`src/rtl/mips_int_pkg.sv`:
```
// mips_int_pkg: shared types and constants for the mips interrupt sequencer.
package mips_int_pkg;

    // Sequencer states: idle, waiting for a safe commit point, running the handler.
    typedef enum logic [1:0] {
        IDLE    = 2'd0,
        WAIT    = 2'd1,
        HANDLER = 2'd2
    } int_state_e;

    // Default handler vector and synchroniser depth.
    localparam logic [31:0] HANDLER_ADDR_DEF = 32'h0000_000C;
    localparam int          SYNC_STAGES_DEF  = 2;

    // Width of the handler-entry counter.
    localparam int          INT_CNT_W        = 16;

    // An EXE instruction is a safe commit point when it is real, not in a
    // branch delay slot (EPC could not express the branch), and not frozen.
    function automatic logic is_safe(input logic valid,
                                     input logic in_delay_slot,
                                     input logic stall);
        return valid & ~in_delay_slot & ~stall;
    endfunction

endpackage

```
`src/rtl/mips_int_sync.sv`:
```
// mips_int_sync: multi-flop synchroniser for the asynchronous interrupter line
// followed by a rising-edge detector producing a one-cycle pulse.
module mips_int_sync #(
    parameter int SYNC_STAGES = 2
) (
    input  logic clk,
    input  logic rst,
    input  logic async_i,
    output logic rise_o
);

    logic [SYNC_STAGES-1:0] sync_q;
    logic                   prev_q;

    // Shift the raw line through the synchroniser and remember the last synced value.
    always_ff @(posedge clk or posedge rst) begin
        // NOTE: every flop gets an explicit reset value so no X escapes the synchroniser.
        if (rst) begin
            sync_q <= '0;
            prev_q <= 1'b0;
        end else begin
            // NOTE: non-blocking assignments make each stage take the previous stage's old value.
            sync_q <= {sync_q[SYNC_STAGES-2:0], async_i};
            prev_q <= sync_q[SYNC_STAGES-1];
        end
    end

    // A 0->1 transition of the synced level is one new request.
    assign rise_o = sync_q[SYNC_STAGES-1] & ~prev_q;

endmodule

```
`src/rtl/mips_int_ctrl.sv`:
```
// mips_int_ctrl: interrupt sequencer for the pipelined mips core.
// Latches a synchronised request edge as pending, waits for a safe EXE
// instruction, flushes and redirects to the handler, saves EPC and masks entry
// until ERET redirects back to EPC.
// Optional feature: define MIPS_INT_CNT_EN to add the int_count entry counter.
module mips_int_ctrl
    import mips_int_pkg::*;
#(
    parameter logic [31:0] HANDLER_ADDR = HANDLER_ADDR_DEF,
    parameter int          SYNC_STAGES  = SYNC_STAGES_DEF,
    parameter logic        IE_RESET     = 1'b1
) (
    input  logic        clk,
    input  logic        rst,
    input  logic        interrupter,
    input  logic        exe_valid,
    input  logic [31:0] exe_pc,
    input  logic        exe_in_delay_slot,
    input  logic        exe_eret,
    input  logic        pipe_stall,
    input  logic        ie_we,
    input  logic        ie_wdata,
    output logic        ir_redirect,
    output logic [31:0] ir_target,
    output logic [31:0] epc,
    output logic        ie,
    output logic        int_pending,
    output logic        in_handler
`ifdef MIPS_INT_CNT_EN
    ,
    output logic [INT_CNT_W-1:0] int_count
`endif
);

    int_state_e  state_q, state_d;
    logic        pending_q, pending_d;
    logic [31:0] epc_q, epc_d;
    logic        ie_q, ie_d;

    logic        sync_rise;
    logic        safe;
    logic        eret_take;

    mips_int_sync #(
        .SYNC_STAGES (SYNC_STAGES)
    ) u_sync (
        .clk     (clk),
        .rst     (rst),
        .async_i (interrupter),
        .rise_o  (sync_rise)
    );

    assign safe      = is_safe(exe_valid, exe_in_delay_slot, pipe_stall);
    assign eret_take = exe_eret & exe_valid & ~pipe_stall;

    // Next-state logic: sequencing, the one-cycle redirect and EPC/IE/pending updates.
    always_comb begin
        // NOTE: defaults first so every path assigns every signal and no latch is inferred.
        state_d     = state_q;
        pending_d   = pending_q | sync_rise;
        epc_d       = epc_q;
        ie_d        = ie_we ? ie_wdata : ie_q;
        ir_redirect = 1'b0;

        case (state_q)
            IDLE: begin
                // ERET with nothing to return from is ignored here.
                if (pending_q && ie_q) begin
                    state_d = WAIT;
                end
            end

            WAIT: begin
                if (!ie_q) begin
                    // Software masked us while waiting; keep the request pending.
                    state_d = IDLE;
                end else if (safe) begin
                    // Squash EXE and re-execute it after ERET. A request edge in
                    // this same cycle stays pending as a new request.
                    ir_redirect = 1'b1;
                    epc_d       = exe_pc;
                    pending_d   = sync_rise;
                    ie_d        = 1'b0;
                    state_d     = HANDLER;
                end
            end

            HANDLER: begin
                if (eret_take) begin
                    ir_redirect = 1'b1;
                    ie_d        = 1'b1;
                    state_d     = IDLE;
                end
            end

            default: begin
                state_d = IDLE;
            end
        endcase
    end

    // State and architectural registers.
    always_ff @(posedge clk or posedge rst) begin
        if (rst) begin
            state_q   <= IDLE;
            pending_q <= 1'b0;
            epc_q     <= '0;
            ie_q      <= IE_RESET;
        end else begin
            state_q   <= state_d;
            pending_q <= pending_d;
            epc_q     <= epc_d;
            ie_q      <= ie_d;
        end
    end

    // The redirect target is the handler vector except when returning from it.
    assign ir_target   = (state_q == HANDLER) ? epc_q : HANDLER_ADDR;
    assign epc         = epc_q;
    assign ie          = ie_q;
    assign int_pending = pending_q;
    assign in_handler  = (state_q == HANDLER);

`ifdef MIPS_INT_CNT_EN
    logic                 enter;
    logic [INT_CNT_W-1:0] int_count_q;

    assign enter = ir_redirect & (state_q == WAIT);

    // Count handler entries; wraps naturally at the counter width.
    always_ff @(posedge clk or posedge rst) begin
        if (rst) begin
            int_count_q <= '0;
        end else if (enter) begin
            int_count_q <= int_count_q + 1'b1;
        end
    end

    assign int_count = int_count_q;
`endif

endmodule

```
`config.mk`:
```
export PLATFORM = sky130hd
export DESIGN_NAME = mips_int_ctrl
export DESIGN_NICKNAME = d
export VERILOG_FILES = /design/src/rtl/mips_int_pkg.sv /design/src/rtl/mips_int_sync.sv /design/src/rtl/mips_int_ctrl.sv
export SDC_FILE = /design/constraint.sdc
export NUM_CORES = 1
export LEC_CHECK = 0
export BUFFER_PORTS_ARGS = -buffer_cell sky130_fd_sc_hd__buf_2
export CORE_MARGIN = 5
export CORE_UTILIZATION = 44
export CTS_CLUSTER_DIAMETER = 40
export DETAILED_ROUTE_END_ITERATION = 8
export GPL_TIMING_DRIVEN = 0
export HOLD_SLACK_MARGIN = 0.08
export PLACE_DENSITY = 0.8
export RECOVER_POWER = 25
export SLEW_MARGIN = 20
export SYNTH_ARGS = -nofsm -noshare
export SYNTH_HDL_FRONTEND = slang
export SYNTH_SLANG_ARGS = --single-unit
export TNS_END_PERCENT = 20
```
`constraint.sdc`:
```
create_clock -name clk -period 1.7 [get_ports clk]
set_input_delay 0.255 -clock clk [delete_from_list [all_inputs] [get_ports clk]]
set_output_delay 0.255 -clock clk [all_outputs]
set_load 0.1 [all_outputs]
```
==> results of run 1 <==
==> layer usage <==
layer  global-route usage (%)  part of all wire [%]
met5                        0                     0
met4                    8.392                   3.3
met3                    6.974                   7.3
met2                    35.45                    53
met1                    22.22                    37
==> through the flow <==
step	area, µm²	setup TNS (ns)	util (%)
2_1_floorplan	2022	-3.770	-
3_3_place_gp	2628	-4.119	60.76
3_5_place_dp	2655	-5.258	61.40
4_1_cts	3388	-3.481	78.36
5_1_grt	3398	-5.229	78.59
6_report	3398	-2.822	78.59
==> cell usage in the layout (no fill, tap or decap), types with 2 or more instances in the layout <==
cell           count
buf_2             74
dfrtp_1           37
buf_12            34
and2_4            30
mux2_4            28
clkbuf_8           8
buf_4              8
inv_1              5
mux2_2             4
buf_6              4
o21ai_0            3
inv_2              2
buf_8              2
nand2b_2           2
ha_1               2
ha_4               2
dlygate4sd3_1      2
==> state kept, by name, indices dropped and copies added (netlist names) <==
signal	cells
u_sync.prev_q	1
state_q	2
u_sync.sync_q	2
int_pending	1
epc	32
ie	1
==> logic make-up (layout without fill, tap and decap cells) <==
| family | count (synthesis) | count (layout) |
|---|---|---|
| compound gates | 10 | 10 |
| fa+ha+maj | 4 | 4 |
| buf+inv | 13 | 141 |
| flops | 39 | 39 |
| mux | 34 | 34 |
| simple gates | 38 | 38 |
==> cell type report <==
class	count	area (µm²)	share of cell area [%]
timing repair buffer	120	1124	33.06
multi-input combinational	86	997.2	29.34
sequential	39	982.2	28.90
buffer	6	103.9	3.056
clock buffer	8	100.1	2.946
tap	52	65.06	1.915
inverter	7	26.28	0.7732
==> worst paths after layout <==
kind / startpoint / endpoint / cells after the start
max in group asynchronous: rst / ie / 4
worst max-delay path: state_q[0] / ir_target[29] / 5
worst max register to register: state_q[1] / state_q[0] / 6
worst min register to register: u_sync.sync_q[0] / u_sync.sync_q[1] / 0
min in group asynchronous: rst / epc[7] / 3
worst min-delay path: exe_pc[6] / epc[6] / 2
==> worst max-delay path, cell delays in order (launching register included) <==
cell and delay (ns):
dfrtp_1 0.43, inv_2 0.12, ha_4 0.22, clkbuf_8 0.17
and2_4 0.16, buf_12 0.17
==> timing repair <==
| item | 4_1_cts | 5_1_grt |
|---|---|---|
| resized for setup | 155 | 16 |
| gates cloned | 1 | 0 |
| pin swaps | 10 | 1 |
| setup endpoints to repair | 37 | 35 |
| hold endpoints to repair | 18 | 0 |
| setup buffers | 7 | 1 |
| hold buffers | 2 | 0 |
==> flow_summary_export.csv, run 1 <==
group,metric,value,unit
worst_setup_path,cp.arrival,1.56,ns
route,drt-total-wl,5.668,mm
yosys,yosys_warnings,0,
worst_setup_path,required,1.44,ns
die,die_area,5832,µm²
timing,worst_slew_pin_slew,0.6480,ns
timing,hold_viol_final,0,
finish,area_delta_synth_final,75.34,%
yosys,async_flop_share,100.0,%
yosys,avgSynthCellArea,14.04,µm²
yosys,netlist_top_cells_count,"38 x dfrtp_1, 31 x and2_1, 28 x mux2_4, 7 x inv_1",
yosys,synthesis.nets,183,
worst_setup_path,endpoint_kind,"output port",
grt,grt_pass1_wl,9.315,mm
outcome,status,"finished, violations left",
die,dieHeight,76.37,µm
timing,timing.fmax,0.5504,GHz
yosys,synth_edf_count,0,
route,num_vias,1588,
finish,nFillCells,260,
yosys,synth_compound_area_share,3.809,%
grt,grt_usage,20.28,%
die,initial_core_util,44.82,%
worst_setup_path,crit_fanout,6,
route,drt-initial-drc-count,39,
grt,grt_max_degree,23,
yosys,synth_top_area_share,49.06,%
yosys,synth-simple-area-share,13.04,%
cts,clk_pin_slew_worst_paths,0.07,ns
route,post_drt_via_cell_ratio,4.994,
cts,clockRootBuffer,"clkbuf_8",
timing,setup_slack,-0.1169,ns
placement,place_hpwl,3.609,mm
worst_setup_path,cp-start-kind,"flop",
grt,grt_pass1_vias,1812,
placement,pre_cts_slack,-0.3387,ns
outcome,violations,"negative setup slack",
route,drc,0,
yosys,yosys-top-cells-area,"dfrtp_1 49%, mux2_4 22%, and2_1 10%, buf_12 3.1%, ha_1 2.6%",
finish,fin_nets,310,
die,pin_count,109,
route,ant_nets,0,
finish,n_antenna_cell,0,
timing,fin_worst_skew,0.003652,ns
cts,cts.sinks,39,
timing,setup_violations,35,
run,max_cap_viol_count,0,
yosys,synth_top_family_by_area,"multiplexers",
timing,slew_headroom,56.75,%
timing,fin_crit_sh,106.9,%
worst_setup_path,worstSetupPathType,"flop to output port",
placement,port_buffers,108,
timing,rsz0062_at_grt,"true",
timing,worst_hold_slack,0.1938,ns
cts,cts_buffer_depth,2,
yosys,ys_types,25,
cts,clock_latency,0.29,ns
yosys,synthMuxAreaShare,25.11,%
yosys,syn-cell-area,1938,µm²
yosys,synth_ff_type,"dfrtp_1",
cts,cts_tree,"built",
die,core,4324,µm²
route,drt_pre_antenna_iters,4,
worst_setup_path,rrSetupSlack,-0.07,ns
timing,maxSlewViolCount,0,
yosys,ys_ff_latch,39,
grt,grt_overflow,0,
finish,fin_cells,318,
cts,htreeDepth,2,
yosys,synth-adder-area-share,2.582,%
die,num_rows,24,
cts,numCtsBuffers,5,
yosys,syn_inst,138,
grt,grt_antenna_before_repair,0,
placement,dp_cells,299,
route,wl_per_cell,17.82,µm
yosys,synth_largest_area_cell,"dfrtp_1",
yosys,synth_xor_area_share,0,%
yosys,ys_seq_area_share,50.42,%
finish,drive_above_1_share,77.82,%
worst_hold_path,hp-class,"primary input to flop",
yosys,yosysMostFrequentCell,"dfrtp_1",
die,die_w,76.37,µm
placement,gp_congestion,0.7086,
timing,fin_crit,1.817,ns
Power of run 1 is left out: the tool's default activity adds up to more than one toggle a clock period on the data nets, which glitch-free logic cannot reach.
==> run 2, diff against run 1 <==
--- a/config.mk
+++ b/config.mk
@@ -7,12 +7,11 @@
 export LEC_CHECK = 0
 export BUFFER_PORTS_ARGS = -buffer_cell sky130_fd_sc_hd__buf_2
 export CORE_MARGIN = 5
-export CORE_UTILIZATION = 44
+export CORE_UTILIZATION = 30
 export CTS_CLUSTER_DIAMETER = 40
 export DETAILED_ROUTE_END_ITERATION = 8
 export GPL_TIMING_DRIVEN = 0
 export HOLD_SLACK_MARGIN = 0.08
-export PLACE_DENSITY = 0.8
 export RECOVER_POWER = 25
 export SLEW_MARGIN = 20
 export SYNTH_ARGS = -nofsm -noshare
==> run 2 against run 1 <==
  * The run still ends with negative setup slack left
  * Core utilization shrank 25 points
  * Clock-buffer cell count fell by 2
  * Cell count up 6.9%
  * Die area is 40% higher
  * Clock skew up 0.0047 ns
  * Worst hold slack worse by 0.0050 ns
  * Maximum frequency up 1.3%
  * Via count fell by 5.9%
  * Critical path type unchanged
==> flow_summary_export.csv, run 2 (synthesis gave the netlist of run 1 again) <==
group,metric,value,unit
route,drt-total-wl,5.230,mm
placement,gp_congestion,0.6888,
worst_setup_path,cp.arrival,1.54,ns
worst_setup_path,cp_num_cells,6,
worst_setup_path,startpoint,"state_q[0]",
die,num_rows,29,
worst_setup_path,worstSetupPathType,"flop to output port",
finish,largest_reg_flops,32,
timing,setup_violations,33,
cts,clock_latency,0.29,ns
worst_setup_path,cp-start-kind,"flop",
timing,slew_headroom,44.37,%
timing,hold_viol_final,0,
worst_hold_path,hp-class,"primary input to flop",
finish,layout_common_cells,"75 x buf_2, 37 x dfrtp_1, 34 x buf_12",
placement,place_hpwl,3.457,mm
timing,setup_slack,-0.09405,ns
die,dieHeight,90.38,µm
timing,fin_crit,1.794,ns
die,die_w,90.38,µm
route,drt-initial-drc-count,21,
die,core,6314,µm²
placement,place_area,2686,µm²
worst_setup_path,cpPeakStageDelay,0.43,ns
timing,maxSlewViolCount,0,
route,drt_pre_antenna_iters,4,
cts,cts.sinks,39,
worst_setup_path,worstPathCellList,"inv_2 > ha_4 > inv_1 > nor2_2 > o21a_4 > buf_12",
outcome,status,"finished, violations left",
route,num_vias,1494,
run,max_cap_viol_count,0,
grt,grt_usage,13.12,%
finish,fin_nets,307,
finish,stdcell_area,3379,µm²
timing,worst_slew_pin_slew,0.8335,ns
worst_setup_path,slowest_stage,"dfrtp_1",
worst_hold_path,min-delay-start,"exe_pc[3]",
route,wl_per_cell,15.38,µm
worst_setup_path,crit_fanout,7,
cts,clockRootBuffer,"clkbuf_8",
outcome,violations,"negative setup slack",
finish,utilization,53.53,%
worst_setup_path,reg2regPathDepth,5,
timing,fin_worst_skew,0.008396,ns
finish,area_delta_synth_final,74.37,%
finish,n_antenna_cell,0,
cts,cts_tree,"built",
grt,grt_pass1_vias,1689,
route,ant_nets,0,
route,post_drt_via_cell_ratio,4.394,
worst_setup_path,critPathBufInv,3,
grt,grt_antenna_before_repair,0,
timing,timing.fmax,0.5574,GHz
worst_setup_path,endpoint_kind,"output port",
die,die_area,8168,µm²
placement,port_buffers,108,
route,drc,0,
worst_setup_path,required,1.44,ns
die,initial_core_util,30.70,%
cts,clk_pin_slew_worst_paths,0.08,ns
grt,grt_overflow,0,
grt,grt_pass1_wl,8.604,mm
worst_hold_path,hold_depth,2,
die,pin_count,109,
cts,htreeDepth,2,
finish,final_common_cell,"buf_2",
cts,cts_buffer_depth,2,
timing,rsz0062_at_grt,"true",
worst_setup_path,timing.rr.start,"state_q[1]",
timing,fin_crit_sh,105.5,%
grt,grt_max_degree,23,
cts,numCtsBuffers,5,
finish,drive_above_1_share,77.57,%
worst_setup_path,cpLargestDelayFamily,"flip-flops",
-- run 2: path summary, 6_finish.rpt --
check,end,slack (ns)
min in group asynchronous,epc[2],0.69
worst min register to register,u_sync.sync_q[1],0.35
worst max-delay path,ir_redirect,-0.09
worst max register to register,state_q[0],0.08
max in group asynchronous,ie,0.11
worst min-delay path,epc[3],0.19
-- run 2: repair_timing --
item	4_1_cts	5_1_grt
buffers inserted	6	0
gates resized for setup	154	13
hold buffers	2	0
endpoints found under the hold margin	22	0
pin swaps	12	1
setup endpoints to repair	34	34
-- run 2: stage by stage --
step	setup WS, ns	TNS, ns	hold slack, ns	std cells
4_1_cts	-0.1301	-3.605	0.1784	340
6_report	-0.09405	-2.200	0.1887	340
3_3_place_gp	-0.3326	-7.275	0.3353	323
3_5_place_dp	-0.3241	-5.572	0.3181	324
2_1_floorplan	-0.1663	-3.770	0.2864	138
5_1_grt	-0.1863	-6.695	0.1722	340
-- run 2: metal layers --
metal	up-vias	wire [µm]	share of wire (%)	global-route usage, %
li1	704	-	-	-
met4	0	38	0.73	3.350
met1	724	2164	41	16.49
met2	62	2657	51	21.46
met5	-	0	0	0
met3	4	370	7.1	4.583
-- run 2: cell type report --
class                      count  area, µm²
tap                           77      96.34
clock buffer                   6      72.57
buffer                         6      105.1
clock inverter                 2      12.51
sequential                    39      982.2
inverter                       7      26.28
multi-input combinational     86      985.9
timing repair buffer         117       1099
fill                         556       2934
Power of run 2 is left out for the same reason.
==> run 3, diff against run 2 <==
--- a/config.mk
+++ b/config.mk
@@ -6,6 +6,7 @@
 export NUM_CORES = 1
 export LEC_CHECK = 0
 export BUFFER_PORTS_ARGS = -buffer_cell sky130_fd_sc_hd__buf_2
+export CORE_ASPECT_RATIO = 1.25
 export CORE_MARGIN = 5
 export CORE_UTILIZATION = 30
 export CTS_CLUSTER_DIAMETER = 40
==> run 3 against run 2 <==
  * The flow still finishes with violations (negative setup slack)
  * Worst hold slack improved by 0.0060 ns
  * Setup slack got worse by 0.0097 ns
  * Cell count is 2.9% higher
  * Critical path depth unchanged
  * Core utilization increased by 1.8 points
  * Clock skew fell by 0.0039 ns
  * Sequential share of layout area is 0.64 points lower
  * Non-clock buffer count up 2
  * Clock-buffer cell count is the same
  * Wire length rose by 3.5%
  * Die area increased by 0.13%
  * Maximum frequency shrank 0.54%
  * Critical endpoint is now state_q[0]
  * Largest cell class unchanged
==> flow_summary_export.csv, run 3 (synthesis gave the netlist of run 1 again) <==
group,metric,value,unit
timing,fin_crit_sh,106.1,%
finish,fin_nets,309,
die,dieHeight,99.87,µm
finish,multi_input_area,1012,µm²
timing,maxSlewViolCount,0,
cts,clock_latency,0.28,ns
finish,utilization,55.33,%
finish,drive_above_1_share,78.87,%
route,num_vias,1526,
timing,fin_worst_skew,0.004527,ns
worst_setup_path,crit_fanout,6,
cts,clk_pin_slew_worst_paths,0.08,ns
cts,cts.sinks,39,
worst_setup_path,required,1.87,ns
die,num_rows,32,
die,pin_count,109,
timing,fin_crit,1.804,ns
timing,slew_headroom,51.13,%
timing,setup_violations,35,
timing,timing.fmax,0.5544,GHz
grt,grt_use_met2,22.09,%
route,drt-total-wl,5.413,mm
finish,seq_area,982.2,µm²
finish,layout_common_cells,"75 x buf_2, 37 x dfrtp_1, 34 x buf_12",
timing,worst_slew_pin_slew,0.7322,ns
grt,grt_usage,14.02,%
cts,clockRootBuffer,"clkbuf_8",
worst_hold_path,hp-class,"primary input to flop",
finish,largest_reg_flops,32,
cts,htreeDepth,2,
die,die_w,81.89,µm
finish,fin_cells,350,
outcome,violations,"negative setup slack",
worst_setup_path,endpoint_kind,"flop",
grt,grt_max_degree,21,
finish,area_delta_synth_final,78.31,%
worst_setup_path,cp.arrival,1.97,ns
outcome,status,"finished, violations left",
placement,port_buffers,108,
finish,final_common_cell,"buf_2",
worst_setup_path,cp-start-kind,"flop",
worst_setup_path,cpPeakStageDelay,0.39,ns
die,initial_core_util,31.03,%
grt,grt_pass1_vias,1803,
route,drt-initial-drc-count,15,
route,wl_per_cell,15.47,µm
worst_setup_path,crit_top_cell,"buf_4",
run,max_cap_viol_count,0,
placement,dp_cells,332,
die,core,6246,µm²
grt,use_met3,4.668,%
route,drc,0,
grt,grt-busiest-layer,"met2",
timing,hold_viol_final,0,
route,post_drt_via_cell_ratio,4.360,
finish,nFillCells,510,
cts,cts_buffer_depth,2,
route,drt_pre_antenna_iters,3,
timing,setup_slack,-0.1037,ns
worst_setup_path,worstPathCellList,"buf_4 > ha_4 > buf_2 > buf_4 > a221oi_4 > mux2_1",
grt,grt_antenna_before_repair,0,
grt,use_met1,18.35,%
finish,n_antenna_cell,0,
route,ant_nets,0,
grt,grt_overflow,0,
placement,place_hpwl,3.578,mm
worst_setup_path,slowest_stage,"dfrtp_1",
timing,rsz0062_at_grt,"true",
cts,cts_tree,"built",
grt,grt_pass1_wl,8.894,mm
placement,gp_congestion,0.6909,
die,die_area,8178,µm²
cts,numCtsBuffers,5,
worst_setup_path,worstSetupPathType,"flop to flop",
==> run 3: cell count changes in the layout (fill, tap and decap cells not counted), moves of 2 or more <==
cell,previous run,this run
clkbuf_8,5,9
buf_6,0,3
and2_2,0,2
and2_4,30,28
buf_8,5,0
==> run 3: worst paths after layout <==
kind                             startpoint                to  slack (ns)  cells after the start
max                              state_q[1]        state_q[0]       -0.10                      6
min                              exe_pc[29]           epc[29]        0.19                      2
max reg2reg                      state_q[1]        state_q[0]       -0.10                      6
min reg2reg                u_sync.sync_q[0]  u_sync.sync_q[1]        0.35                      0
max in group asynchronous               rst       int_pending        0.22                      4
min in group asynchronous               rst            epc[7]        0.63                      3
==> run 3: area by class of cell <==
cell class              instances  area share [%]
plain buffers                   6           2.933
clock buffers                   6           2.390
clock inverters                 2           1.014
inverters                       7          0.7603
multi-input cells              86           29.29
flip-flops and latches         39           28.42
well taps                      85           3.077
repair buffers                119           32.11
==> run 3: worst max-delay path: cells and delay by family, from the launching register on <==
family | cells | cell delay (ns)
muxes | 1 | 0.35
DFF | 1 | 0.39
buffers and inverters | 3 | 0.48
adders and majority gates | 1 | 0.20
AOI/OAI and AO/OA | 1 | 0.27
==> run 3: what timing repair did <==
item / CTS / global route
pin swaps: 11 / 1
resized for setup: 163 / 4
buffers inserted: 7 / 0
hold endpoints to repair: 19 / 0
hold buffers: 2 / 0
endpoints found under the setup margin: 41 / 35
cloned: 1 / 0
==> run 3: through the flow <==
stage	TNS (ns)	setup slack (ns)	cell area [µm²]	hold WS [ns]
final	-2.727	-0.1037	3456	0.1948
after global routing	-5.448	-0.1705	3456	0.1784
after CTS	-4.375	-0.1522	3463	0.1779
after detailed placement	-5.487	-0.3399	2696	0.2950
after global placement	-4.926	-0.3352	2669	0.3353
after floorplan	-3.770	-0.1663	2022	0.2864
==> run 3: metal layers <==
| layer | routed length, µm | vias up |
|---|---|---|
| met4 | 57 | 0 |
| met5 | 0 | - |
| met2 | 2533 | 89 |
| li1 | - | 707 |
| met1 | 2294 | 725 |
| met3 | 527 | 5 |
Power of run 3 is left out for the same reason.
